[src/rtl/mem_arbiter.sv]
// mem_arbiter: shares the single main-memory port between the icache miss path
// and the dcache miss/writeback path.
//
// A winning request is latched onto the memory bus and held there until memory
// answers with mem_ready. The returned line is captured into the requester's
// rdata register and a one-cycle ready pulse follows. Simultaneous requests are
// resolved round-robin, so neither cache can starve the other.
//
// Ports:
//   clk, reset          - rising-edge clock, synchronous active-high reset
//   i_req/i_addr        - icache line-fill request (held until i_ready)
//   i_ready/i_rdata     - icache completion pulse and fill line
//   d_req/d_we/d_addr   - dcache request: d_we=1 writeback, 0 fill
//   d_wdata             - dcache writeback line
//   d_ready/d_rdata     - dcache completion pulse and fill line
//   mem_req/mem_we      - registered memory transaction strobe and direction
//   mem_addr/mem_wdata  - registered address and write line, stable while granted
//   mem_rdata/mem_ready - memory read line and one-cycle completion pulse
//   busy                - arbiter is not idle
module mem_arbiter #(
  parameter int unsigned LINE_W = 128,
  parameter int unsigned ADDR_W = 32
) (
  input  logic              clk,
  input  logic              reset,
  input  logic              i_req,
  input  logic [ADDR_W-1:0] i_addr,
  output logic              i_ready,
  output logic [LINE_W-1:0] i_rdata,
  input  logic              d_req,
  input  logic              d_we,
  input  logic [ADDR_W-1:0] d_addr,
  input  logic [LINE_W-1:0] d_wdata,
  output logic              d_ready,
  output logic [LINE_W-1:0] d_rdata,
  output logic              mem_req,
  output logic              mem_we,
  output logic [ADDR_W-1:0] mem_addr,
  output logic [LINE_W-1:0] mem_wdata,
  input  logic [LINE_W-1:0] mem_rdata,
  input  logic              mem_ready,
  output logic              busy
);

  typedef enum logic [1:0] {
    StIdle,
    StGrantI,
    StGrantD,
    StDone
  } state_e;

  // Requester identity, used for both the current owner and the last grant.
  localparam logic OwnerI = 1'b0;
  localparam logic OwnerD = 1'b1;

  state_e state_q, state_d;
  logic   owner_q, owner_d;
  logic   last_grant_q, last_grant_d;
  logic   busy_q, busy_d;

  logic              mem_req_q, mem_req_d;
  logic              mem_we_q, mem_we_d;
  logic [ADDR_W-1:0] mem_addr_q, mem_addr_d;
  logic [LINE_W-1:0] mem_wdata_q, mem_wdata_d;
  logic [LINE_W-1:0] i_rdata_q, i_rdata_d;
  logic [LINE_W-1:0] d_rdata_q, d_rdata_d;

  logic any_req;
  logic pick_d;
  logic granting;
  logic completing;

  // Arbitration: a lone requester wins outright; on a tie the requester that
  // did not win last time goes first.
  always_comb begin
    any_req    = i_req | d_req;
    pick_d     = d_req & (~i_req | (last_grant_q == OwnerI));
    granting   = (state_q == StIdle) & any_req;
    completing = ((state_q == StGrantI) | (state_q == StGrantD)) & mem_ready;
  end

  // Next-state logic.
  always_comb begin
    state_d      = state_q;
    owner_d      = owner_q;
    last_grant_d = last_grant_q;
    unique case (state_q)
      StIdle: begin
        if (any_req) begin
          state_d      = pick_d ? StGrantD : StGrantI;
          owner_d      = pick_d;
          last_grant_d = pick_d;
        end
      end
      StGrantI, StGrantD: begin
        if (mem_ready) begin
          state_d = StDone;
        end
      end
      StDone: begin
        // Always pass through IDLE so a still-high request cannot be re-granted
        // before the requester has seen its ready pulse.
        state_d = StIdle;
      end
      default: state_d = StIdle;
    endcase
    busy_d = (state_d != StIdle);
  end

  // Datapath next-state: bus fields are latched only at grant time, so
  // requester inputs may change freely while the transaction is in flight.
  always_comb begin
    mem_req_d   = mem_req_q;
    mem_we_d    = mem_we_q;
    mem_addr_d  = mem_addr_q;
    mem_wdata_d = mem_wdata_q;
    i_rdata_d   = i_rdata_q;
    d_rdata_d   = d_rdata_q;
    if (granting) begin
      mem_req_d  = 1'b1;
      mem_addr_d = pick_d ? d_addr : i_addr;
      mem_we_d   = pick_d & d_we;
      if (pick_d) begin
        mem_wdata_d = d_wdata;
      end
    end
    if (completing) begin
      mem_req_d = 1'b0;
      // Writebacks also capture mem_rdata; the value is simply don't-care.
      if (state_q == StGrantD) begin
        d_rdata_d = mem_rdata;
      end else begin
        i_rdata_d = mem_rdata;
      end
    end
  end

  // State register.
  always_ff @(posedge clk) begin
    if (reset) begin
      state_q      <= StIdle;
      owner_q      <= OwnerI;
      last_grant_q <= OwnerI;
      busy_q       <= 1'b0;
      mem_req_q    <= 1'b0;
      mem_we_q     <= 1'b0;
      mem_addr_q   <= '0;
      mem_wdata_q  <= '0;
      i_rdata_q    <= '0;
      d_rdata_q    <= '0;
    end else begin
      state_q      <= state_d;
      owner_q      <= owner_d;
      last_grant_q <= last_grant_d;
      busy_q       <= busy_d;
      mem_req_q    <= mem_req_d;
      mem_we_q     <= mem_we_d;
      mem_addr_q   <= mem_addr_d;
      mem_wdata_q  <= mem_wdata_d;
      i_rdata_q    <= i_rdata_d;
      d_rdata_q    <= d_rdata_d;
    end
  end

  // Outputs.
  always_comb begin
    i_ready   = (state_q == StDone) & (owner_q == OwnerI);
    d_ready   = (state_q == StDone) & (owner_q == OwnerD);
    i_rdata   = i_rdata_q;
    d_rdata   = d_rdata_q;
    mem_req   = mem_req_q;
    mem_we    = mem_we_q;
    mem_addr  = mem_addr_q;
    mem_wdata = mem_wdata_q;
    busy      = busy_q;
  end

  // Only one requester can ever be completing.
  a_ready_onehot : assert property (@(posedge clk) disable iff (reset) !(i_ready && d_ready));

  // A pending transaction keeps its bus fields until memory answers.
  a_bus_stable : assert property (@(posedge clk) disable iff (reset)
    (mem_req && !mem_ready) |=> (mem_req && $stable(mem_addr) && $stable(mem_we)
                                 && $stable(mem_wdata)));

endmodule

[config.mk]
export PLATFORM = sky130hd
export DESIGN_NAME = mem_arbiter
export DESIGN_NICKNAME = d
export VERILOG_FILES = /design/src/rtl/mem_arbiter.sv
export SDC_FILE = /design/constraint.sdc
export NUM_CORES = 1
export LEC_CHECK = 0
export ABC_AREA = 1
export ABC_CLOCK_PERIOD_IN_PS = 3800
export CAP_MARGIN = 30
export CORE_AREA = 10 10 285 287
export DETAILED_ROUTE_END_ITERATION = 16
export DIE_AREA = 0 0 295 297
export PLACE_DENSITY = 0.45
export REMOVE_ABC_BUFFERS = 1
export SKIP_LAST_GASP = 1
export SLEW_MARGIN = 40
export SYNTH_ARGS = -nofsm -noshare
export SYNTH_HDL_FRONTEND = slang
export SYNTH_SLANG_ARGS = --single-unit
[constraint.sdc]
create_clock -name clk -period 3.8 [get_ports clk]
set_input_delay 0.38 -clock clk [delete_from_list [all_inputs] [get_ports clk]]
set_output_delay 0.38 -clock clk [all_outputs]
set_load 0.05 [all_outputs]
; Yosys cells after proc, flatten, opt, wreduce, memory -nomap -nowiden
; Cells that the tools add are included.
[classes]
addsub = 0
mul = 0
n_div = 0
n_lt_le_gt_ge = 0
n_eq_ne = 3
n_shift = 0
mux = 5
n_bitwise = 12
reduce_logical = 8
[ops]
columns = operator, n
row1 = $mux 32, 1
row2 = $reduce_and 2->1, 4
row3 = $and 1x1->1, 6
row4 = $mux 2, 3
row5 = $pmux 2 s3, 1
row6 = $eq 2x2->1 const B, 2
row7 = $reduce_or 2->1, 2
row8 = $not 1->1, 3
row9 = $or 1x1->1, 3
row10 = $eq 2x1->1 const B, 1
row11 = $logic_not 2->1, 1
row12 = $reduce_bool 2->1, 1
[totals]
regBits = 422
latch_bits = 0
mem_bits_rw = 0
rom_bits = 0
out_inout_bits = 421
word_cells = 37
memories = 0

; Logic depth before layout (Yosys ltp)
; Gate-level depths: netlist of run 1.
[logic_depth]
word_depth = 7
depth_mapped = 9
depth_no_buf = 8

; Worst setup path before layout of run 1
; Ideal clock, no wire load.
[synth_timing]
path_kind = register to output
from = register state_q[1]
to = output port i_ready
t_arrival_ns = 1.208
required_ns = 3.420
path_slack_ns = 2.212
stages_incl_launch_ff = 4
path_buffers = 0
cell_sequence = dfxtp_1 -> ha_1 -> inv_1 -> nor2_1
[synth_between]
elab_chain_len = 2
[synth_rtl]
columns = item, line_no
row1 = from (decl), 56  ; state_e state_q, state_d;
row2 = from (signal assigned), 141  ; state_q <= StIdle;
row3 = from (signal assigned), 152  ; state_q <= state_d;
row4 = $eq 2x2->1, 167  ; i_ready = (state_q == StDone) & (owner_q == OwnerI);
row5 = $and 1x1->1, 167
row6 = to (decl), 28  ; output logic i_ready,
; Every way passes these cells.

; Final worst setup path of run 1
; Ends and elaborated chain as after synthesis.

==> results.ini, run 1 <==
[routing]
drt-initial-drc-count=801
ant_nets=0
viasPerCell=4.48
routed_wirelength_um=81000
via_count=16500
firstDrtPassIters=5
drc=0
post_drt_wl_per_cell_um=22.0

[global_route]
antenna_found_initial=18
busiest_layer=met2
grt_max_degree=130
gr-usage-met3_pct=8.15
met2_usage_pct=30.0
grt_pass1_vias=16700
grt_overflow=0
grt.total_usage_pct=17.5
met1_usage_pct=18.3
grt_pass1_wl_um=117000

[timing]
fmax_ghz=0.383
min_period_ns=2.61
relSlewSlack_pct=34.0
tightest_slew_ns=0.990
skew_ns=0.0265
hold_violations=0
finalWorstSetupSlack_ns=1.19
finalSetupViolations=0
slew_violations=0
rsz0062_at_grt=false
finalCritPeriodShare_pct=68.7

[logic_synthesis]
synth_fa_ha_area_share_pct=0.318
ys_warn_count=0
synth_compound_area_share_pct=13.4
synth.area.mux_share_pct=0
avgSynthCellArea_um2=7.74
synth_cell_type_count=17
yosys.area_share.simple_pct=25.9
synth_top_family_by_area=simple AND/OR/NAND/NOR gates
synth_cells=2032
synth_xor_area_share_pct=0
ys_seq_area_share_pct=53.7
ys_ff_latch=422
synth_area_um2=15700

[clock_network]
postCtsSetupBuffers=0
cts_resized=0
cts_tree=built
insertion_delay_ns=0.60
cts.clk_slew.worst_paths_ns=0.05
cts_root_buf=clkbuf_16
clk_path_buf_depth=3
cts_buffers=51
h-tree-depth=2
cts_hold_buf=0
cts.sinks=422

[die]
ios=747
dieArea_um2=87600
die_height_um=297
rows=101
start_util_pct=20.8
core-area_um2=75400
die_x_um=295

[cells_and_area]
drive_gt1_share_pct=4.36
area_delta_synth_final_pct=62.5
final_cells=3689
nets=2997
finalInstanceArea_um2=25600

[worst_setup_path]
arrival_ns=2.23
critical_path_class=reg2out
max_stage_delay_ns=0.86
crit_slowest_cell=clkdlybuf4s50_1
crit_chain=ha_1 > inv_1 > nor2_1 > clkdlybuf4s50_1
cp_max_fo=5
end_kind=output pin
cp-start-kind=flip-flop
required_ns=3.42

[power_and_ir_drop]
p_total_uw=13700
p_sw_uw=4790
comb_power_share_pct=28.0
ir_worst_vdd_v=0.000339
seq_power_share_pct=36.5
power-per-cell-area_nw_per_um2=536
pwr-share-clk_pct=35.5
swShare_pct=35.0
p_int_uw=8900
p_leak_uw=0.00945

[worst_hold_path]
hp-class=in2reg

[placement]
dpl-instance-area_um2=23900
place_inst=3591
globalplace.congestion=0.798
dpl.hpwl_um=57200
port-buffer-count=746
dp_slack_ns=1.02

[run_status]
status=complete, no violations

[job]
maxCapViolCount=0

-- registers in the layout, indices dropped and copies added, names as in the netlist --
name          cells
mem_we            1
mem_req           1
mem_addr         32
state_q           2
d_rdata         128
i_rdata         128
mem_wdata       128
busy              1
last_grant_q      1
-- power groups by stage --
stage | Clock [µW] | Sequential, µW | Combinational, µW
floorplan | 0 | 6370 | 823
detailed placement | 0 | 5090 | 3870
finish | 4860 | 5000 | 3830
global placement | 0 | 5080 | 3860
CTS | 5040 | 5000 | 3880
global route | 5190 | 5050 | 4060
-- cell usage after synthesis --
library cell | count | area [µm²]
dfxtp_1 | 422 | 8450
nor2_1 | 356 | 1340
nand2_1 | 336 | 1260
a21oi_1 | 258 | 1290
o21ai_0 | 158 | 791
nand3_1 | 130 | 651
nand4_1 | 129 | 807
buf_2 | 93 | 465
clkbuf_1 | 67 | 251
inv_1 | 43 | 161
buf_4 | 15 | 113
clkbuf_2 | 7 | 35.0
buf_1 | 5 | 18.8
o21ai_1 | 5 | 25.0
ha_1 | 4 | 50.1
inv_2 | 2 | 7.51
nor2_2 | 2 | 12.5
-- metal layers --
| metal | vias to the layer above | part of all wire [%] |
|---|---|---|
| li1 | 8045 | - |
| met1 | 7665 | 36 |
| met2 | 654 | 48 |
| met3 | 141 | 11 |
| met4 | 22 | 4.1 |
| met5 | - | 0.18 |
-- layout make-up --
| type | count | area [µm²] |
|---|---|---|
| clock inverters | 14 | 116 |
| inverters | 45 | 176 |
| flip-flops and latches | 422 | 8450 |
| diodes | 5 | 12.5 |
| well taps | 978 | 1220 |
| clock buffers | 78 | 1550 |
| repair buffers | 769 | 7740 |
| multi-input cells | 1378 | 6290 |
| fillers | 7838 | 49900 |
-- through the flow --
stage | hold slack [ns] | setup TNS, ns | utilization (%)
finish | 0.227 | 0 | 33.9
global route | 0.234 | 0 | 33.9
CTS | 0.195 | 0 | 33.8
detailed placement | 0.452 | 0 | 31.6
global placement | 0.448 | 0 | 31.6
floorplan | 0.449 | -992.41 | -
-- path summary, 6_finish.rpt --
kind	startpoint	end	slack, ns	cells after the start
max	state_q[1]$_SDFF_PP0_	i_ready	1.19	4
min	reset	d_rdata[46]$_SDFFE_PP0P_	0.23	2
max reg2reg	state_q[1]$_SDFF_PP0_	d_rdata[102]$_SDFFE_PP0P_	1.25	9
min reg2reg	d_rdata[80]$_SDFFE_PP0P_	d_rdata[80]$_SDFFE_PP0P_	0.46	2
-- logic make-up after synthesis --
group / after synthesis
AO/OA/AOI/OAI: 421
AND/OR/NAND/NOR: 953
adder cells (fa/ha/maj): 4
flip-flops: 422
buffers and inverters: 232
-- cells in the final DEF, fill, tap and decap left out, drive strengths merged --
cell type      Yosys  layout
o21ai            163     163
buf              113      25
nand2            336     336
clkbuf            74      78
clkinvlp           0       1
bufinv             0       1
clkdlybuf4s50      0     744
nor2             358     358
dfxtp            422     422
clkinv             0      10
nand3            130     130
ha                 4       4
nand4            129     129
diode              0       5
a21oi            258     258
inv               45      47
-- worst max-delay path: cells and delay by family (launching register included) --
family                     cells  cell delay [ns]
buffers and inverters          2             0.90
DFF                            1             0.43
adders and majority gates      1             0.22
and+or+nand+nor                1             0.10
No activity file was read; power rests on OpenSTA's default activity.
==> inputs of run 2 (changes only) <==
- ABC_CLOCK_PERIOD_IN_PS: 3800 -> 2700
- clock period: 3.8 -> 2.7 ns (I/O delays scaled with it)
==> results.ini, run 2 (synthesis gave the netlist of run 1 again) <==
[die]
die_x_um=295  ; unchanged
rows=101  ; unchanged
ios=747  ; unchanged
die_height_um=297  ; unchanged
core-area_um2=75400  ; unchanged
dieArea_um2=87600  ; unchanged
start_util_pct=20.8  ; unchanged

[timing]
slew_violations=0  ; unchanged
skew_ns=0.0136  ; -0.0129 ns
min_period_ns=2.51
hold_violations=0  ; unchanged
finalCritPeriodShare_pct=92.9
fmax_ghz=0.399
rsz0062_at_grt=false
relSlewSlack_pct=43.5  ; +9.5 points
finalSetupViolations=0  ; unchanged
tightest_slew_ns=0.847  ; -0.142 ns
finalWorstSetupSlack_ns=0.192  ; -0.999 ns

[power_and_ir_drop]
comb_power_share_pct=28.2  ; +0.2 points
pwr-share-clk_pct=35.2  ; -0.3 points
seq_power_share_pct=36.6  ; about the same
power-per-cell-area_nw_per_um2=751  ; +40%
swShare_pct=35.0  ; +0.070 points
p_int_uw=12500  ; +41%
p_leak_uw=0.00946  ; +0.11%
p_sw_uw=6750  ; +41%
ir_worst_vdd_v=0.000467  ; +38%

[worst_setup_path]
arrival_ns=2.24  ; about the same
end_kind=output pin
required_ns=2.43  ; -0.99 ns
cp-start-kind=flip-flop
cp_max_fo=5  ; unchanged
critical_path_class=reg2out

[cells_and_area]
nets=2997  ; unchanged
fin_util_pct=34.0  ; +0.11 points
area_delta_synth_final_pct=63.0
n_fill_cell=7834  ; -0.051%
multi_input_area_um2=6290  ; unchanged
final_cell_mix=clkdlybuf4s50_1, dfxtp_1, nor2_1
seqCellArea_um2=8450  ; unchanged
mostFrequentLayoutCell=clkdlybuf4s50_1
drive_gt1_share_pct=4.03  ; -0.33 points

[clock_network]
cts.clk_slew.worst_paths_ns=0.06  ; about the same
cts_root_buf=clkbuf_16
cts_tree=built
postCtsSetupBuffers=0  ; unchanged
cts_buffers=51  ; unchanged
cts.sinks=422  ; unchanged
insertion_delay_ns=0.59  ; about the same
h-tree-depth=2  ; unchanged
clk_path_buf_depth=3  ; unchanged

[routing]
via_count=16600  ; +0.67%
drc=0  ; unchanged
ant_nets=0  ; unchanged
viasPerCell=4.51  ; +0.77%
firstDrtPassIters=7  ; +2
routed_wirelength_um=81300  ; +0.39%
post_drt_wl_per_cell_um=22.1  ; +0.50%
drt-initial-drc-count=833  ; +4.0%

[run_status]
status=complete, no violations

[placement]
dpl.hpwl_um=57100  ; -0.22%
dp_slack_ns=0.591  ; -0.432 ns
port-buffer-count=746  ; unchanged
globalplace.congestion=0.813  ; +1.8%

[global_route]
grt_pass1_vias=16800  ; +0.63%
grt_max_degree=150  ; +15%
grt_pass1_wl_um=118000  ; +0.61%
grt_overflow=0  ; unchanged
grt.total_usage_pct=17.6  ; +0.030 points
antenna_found_initial=12  ; -6

[worst_hold_path]
hp-class=in2reg

[job]
maxCapViolCount=0  ; unchanged

==> run 2: cell count changes in the layout (fill, tap and decap cells not counted) <==
cell / change
clkinv_4: +1
clkbuf_1: +4
buf_12: +11
buf_6: -1
dlygate4sd3_1: +1
clkbuf_8: -2
clkinvlp_4: +1
buf_4: -10
buf_16: -1
clkinv_2: -8
==> run 2: timing repair <==
item                                   4_1_cts  5_1_grt
endpoints found under the hold margin        2        0
hold buffers                                 1        0
resized for setup                            0        0
setup endpoints to repair                    0        0
==> run 2: power by group through the flow <==
stage	registers [µW]	logic [µW]	clock network, µW
3_3_place_gp	7160	5490	0
2_1_floorplan	8970	1160	0
4_1_cts	7040	5520	7010
6_report	7040	5440	6780
3_5_place_dp	7160	5500	0
5_1_grt	7100	5760	7250
==> run 2: critical path, stage by stage, from the launching register on <==
cell and delay (ns):
dfxtp_1 0.42, ha_1 0.21, inv_1 0.04, nor2_1 0.10, clkdlybuf4s50_1 0.88
==> run 2: metrics by stage <==
stage	total power, µW	area [µm²]	hold slack, ns	cells	TNS [ns]
3_5_place_dp	12700	24000	0.451	3591	0
3_3_place_gp	12600	24000	0.448	3591	0
4_1_cts	19600	25600	0.0938	3680	0
6_report	19300	25600	0.140	3685	0
2_1_floorplan	10100	14800	0.339	1845	-1455.92
5_1_grt	20100	25600	0.116	3682	0
==> run 2: final timing paths <==
check / slack, ns / endpoint / startpoint / cells past startpoint
worst max-delay path: 0.19 / i_ready / state_q[1]$_SDFF_PP0_ / 4
worst min-delay path: 0.14 / mem_wdata[32]$_SDFFE_PP0P_ / d_req / 3
worst max register to register: 0.45 / d_rdata[103]$_SDFFE_PP0P_ / state_q[0]$_SDFF_PP0_ / 6
worst min register to register: 0.46 / mem_wdata[96]$_SDFFE_PP0P_ / mem_wdata[96]$_SDFFE_PP0P_ / 2
==> run 2: area by class of cell <==
cell class	instances	share of cell area [%]
timing repair buffer	769	30.6
multi-input combinational	1378	24.5
antenna	5	0.0488
inverter	45	0.688
clock inverter	8	0.361
sequential	422	33.0
clock buffer	80	5.99
tap	978	4.77
==> run 2: routing by layer <==
layer	routed length, µm	GRT usage [%]	vias to the layer above	part of all wire, %
li1	-	-	8041	-
met1	30600	18.9	7848	38
met2	39100	30.0	614	48
met3	8260	7.42	120	10
met4	3270	6.84	14	4.0
met5	101	0	-	0.12
==> inputs of run 3 (changes only) <==
- ABC_CLOCK_PERIOD_IN_PS: 2700 -> 3200
- REMOVE_ABC_BUFFERS: 1 -> default
- SKIP_CTS_REPAIR_TIMING: default -> 1
- clock period: 2.7 -> 3.2 ns (I/O delays scaled with it)
==> results.ini, run 3 (synthesis gave the netlist of run 1 again) <==
[placement]
globalplace.congestion=0.816  ; +0.38%
dpl.hpwl_um=58600  ; +2.6%
port-buffer-count=746  ; unchanged

[routing]
wl_met1_um=31000  ; +1.3%
wl_met3_um=7780  ; -5.8%
routed_wirelength_um=82400  ; +1.3%
wl_met2_um=41000  ; +4.9%
drt-initial-drc-count=937  ; +12%
ant_nets=0  ; unchanged
highest_layer=met5
drc=0  ; unchanged
firstDrtPassIters=5  ; -2
post_drt_wl_per_cell_um=22.3  ; +0.97%
viasPerCell=4.51  ; -0.20%
via_count=16700  ; +0.13%

[timing]
rsz0062_at_grt=false
finalCritPeriodShare_pct=80.6
skew_ns=0.0118  ; -0.00182 ns
min_period_ns=2.58
hold_violations=0  ; unchanged
timing.setup.tns_ns=0  ; unchanged
slew_violations=0  ; unchanged
relSlewSlack_pct=45.1  ; +1.6 points
finalSetupViolations=0  ; unchanged
tightest_slew_ns=0.823  ; -0.0244 ns
fmax_ghz=0.388

[die]
rows=101  ; unchanged
start_util_pct=20.8  ; unchanged
ios=747  ; unchanged
dieArea_um2=87600  ; unchanged
core-area_um2=75400  ; unchanged
die_x_um=295  ; unchanged
die_height_um=297  ; unchanged

[global_route]
antenna_found_initial=9  ; -3
grt_max_degree=151  ; +0.67%
grt_overflow=0  ; unchanged
grt_pass1_vias=16700  ; -0.60%
grt_pass1_wl_um=119000  ; +1.2%
grt.total_usage_pct=17.8  ; +0.28 points

[worst_setup_path]
arrival_ns=2.26  ; +0.02 ns
cp_max_fo=5  ; unchanged
cp-start-kind=flip-flop
required_ns=2.88  ; +0.45 ns
critical_path_class=reg2out
end_kind=output pin

[power_and_ir_drop]
power-per-cell-area_nw_per_um2=638  ; -15%
ir_worst_vdd_v=0.000371  ; -21%
p_leak_uw=0.00952  ; +0.72%

[job]
maxCapViolCount=0  ; unchanged

[clock_network]
cts.clk_slew.worst_paths_ns=0.06  ; about the same
cts.sinks=422  ; unchanged
clk_path_buf_depth=3  ; unchanged
h-tree-depth=2  ; unchanged
insertion_delay_ns=0.60  ; about the same
cts_buffers=52  ; +2.0%
cts_root_buf=clkbuf_16
cts_tree=built

[cells_and_area]
drive_gt1_share_pct=4.57  ; +0.53 points
final_cell_mix=clkdlybuf4s50_1, dfxtp_1, nor2_1
n_fill_cell=7899  ; +0.83%
nets=3004  ; +0.23%
fin_util_pct=34.1  ; +0.11 points
mostFrequentLayoutCell=clkdlybuf4s50_1
area_delta_synth_final_pct=63.6

[logic_synthesis]
syn_nets=2362

[run_status]
status=complete, no violations

[worst_hold_path]
hp-class=in2reg

-- run 3: cell types whose count changed in the layout (fill, tap and decap cells not counted), sizes merged --
cell | previous run | this run
clkinv | 3 | 11
buf | 24 | 31
clkbuf | 80 | 77
bufinv | 1 | 2
dlygate4sd3 | 1 | 0
-- run 3: critical path: stages (launching register included) --
cell	delay [ns]
dfxtp_1	0.43
ha_1	0.22
inv_1	0.05
nor2_1	0.10
clkdlybuf4s50_1	0.86
-- run 3: worst paths after layout --
check / end / slack, ns / startpoint / cells after the start
setup / recovery: i_ready / 0.62 / state_q[1]$_SDFF_PP0_ / 4
hold reg to reg: mem_wdata[47]$_SDFFE_PP0P_ / 0.46 / mem_wdata[47]$_SDFFE_PP0P_ / 2
setup reg to reg: mem_wdata[1]$_SDFFE_PP0P_ / 0.94 / state_q[0]$_SDFF_PP0_ / 6
hold / removal: d_rdata[89]$_SDFFE_PP0P_ / 0.12 / reset / 2
-- run 3: routing by layer --
layer | GRT usage, % | vias up
li1 | - | 8072
met1 | 19.2 | 7887
met2 | 31.6 | 578
met3 | 6.64 | 113
met4 | 5.98 | 8
met5 | 0 | -
-- run 3: stage by stage --
| step | instance area, µm² | instances | worst slack, ns | hold slack [ns] | total power, µW |
|---|---|---|---|---|---|
| after floorplan | 15700 | 2032 | 1.66 | 0.455 | 8730 |
| after global placement | 24000 | 3597 | 0.768 | 0.447 | 10700 |
| after detailed placement | 24000 | 3597 | 0.701 | 0.452 | 10700 |
| after CTS | 25700 | 3691 | 0.557 | 0.100 | 16700 |
| after global routing | 25700 | 3696 | 0.496 | 0.115 | 17200 |
| final | 25700 | 3697 | 0.622 | 0.123 | 16400 |
-- run 3: cell type report --
class	count	area, µm²	share of cell area, %
diodes	5	12.5	0.0486
clock buffers	77	1520	5.89
clock inverters	17	170	0.662
inverters	45	179	0.696
multi-input cells	1378	6290	24.5
flip-flops and latches	422	8450	32.8
well taps	978	1220	4.76
repair buffers	775	7880	30.6
-- run 3: power breakdown --
group          internal [µW]  total (µW)  leakage [µW]  switching, µW
Clock                   3430        5860      0.000831           2420
Sequential              5710        5950       0.00344            237
Combinational           1500        4610       0.00525           3120
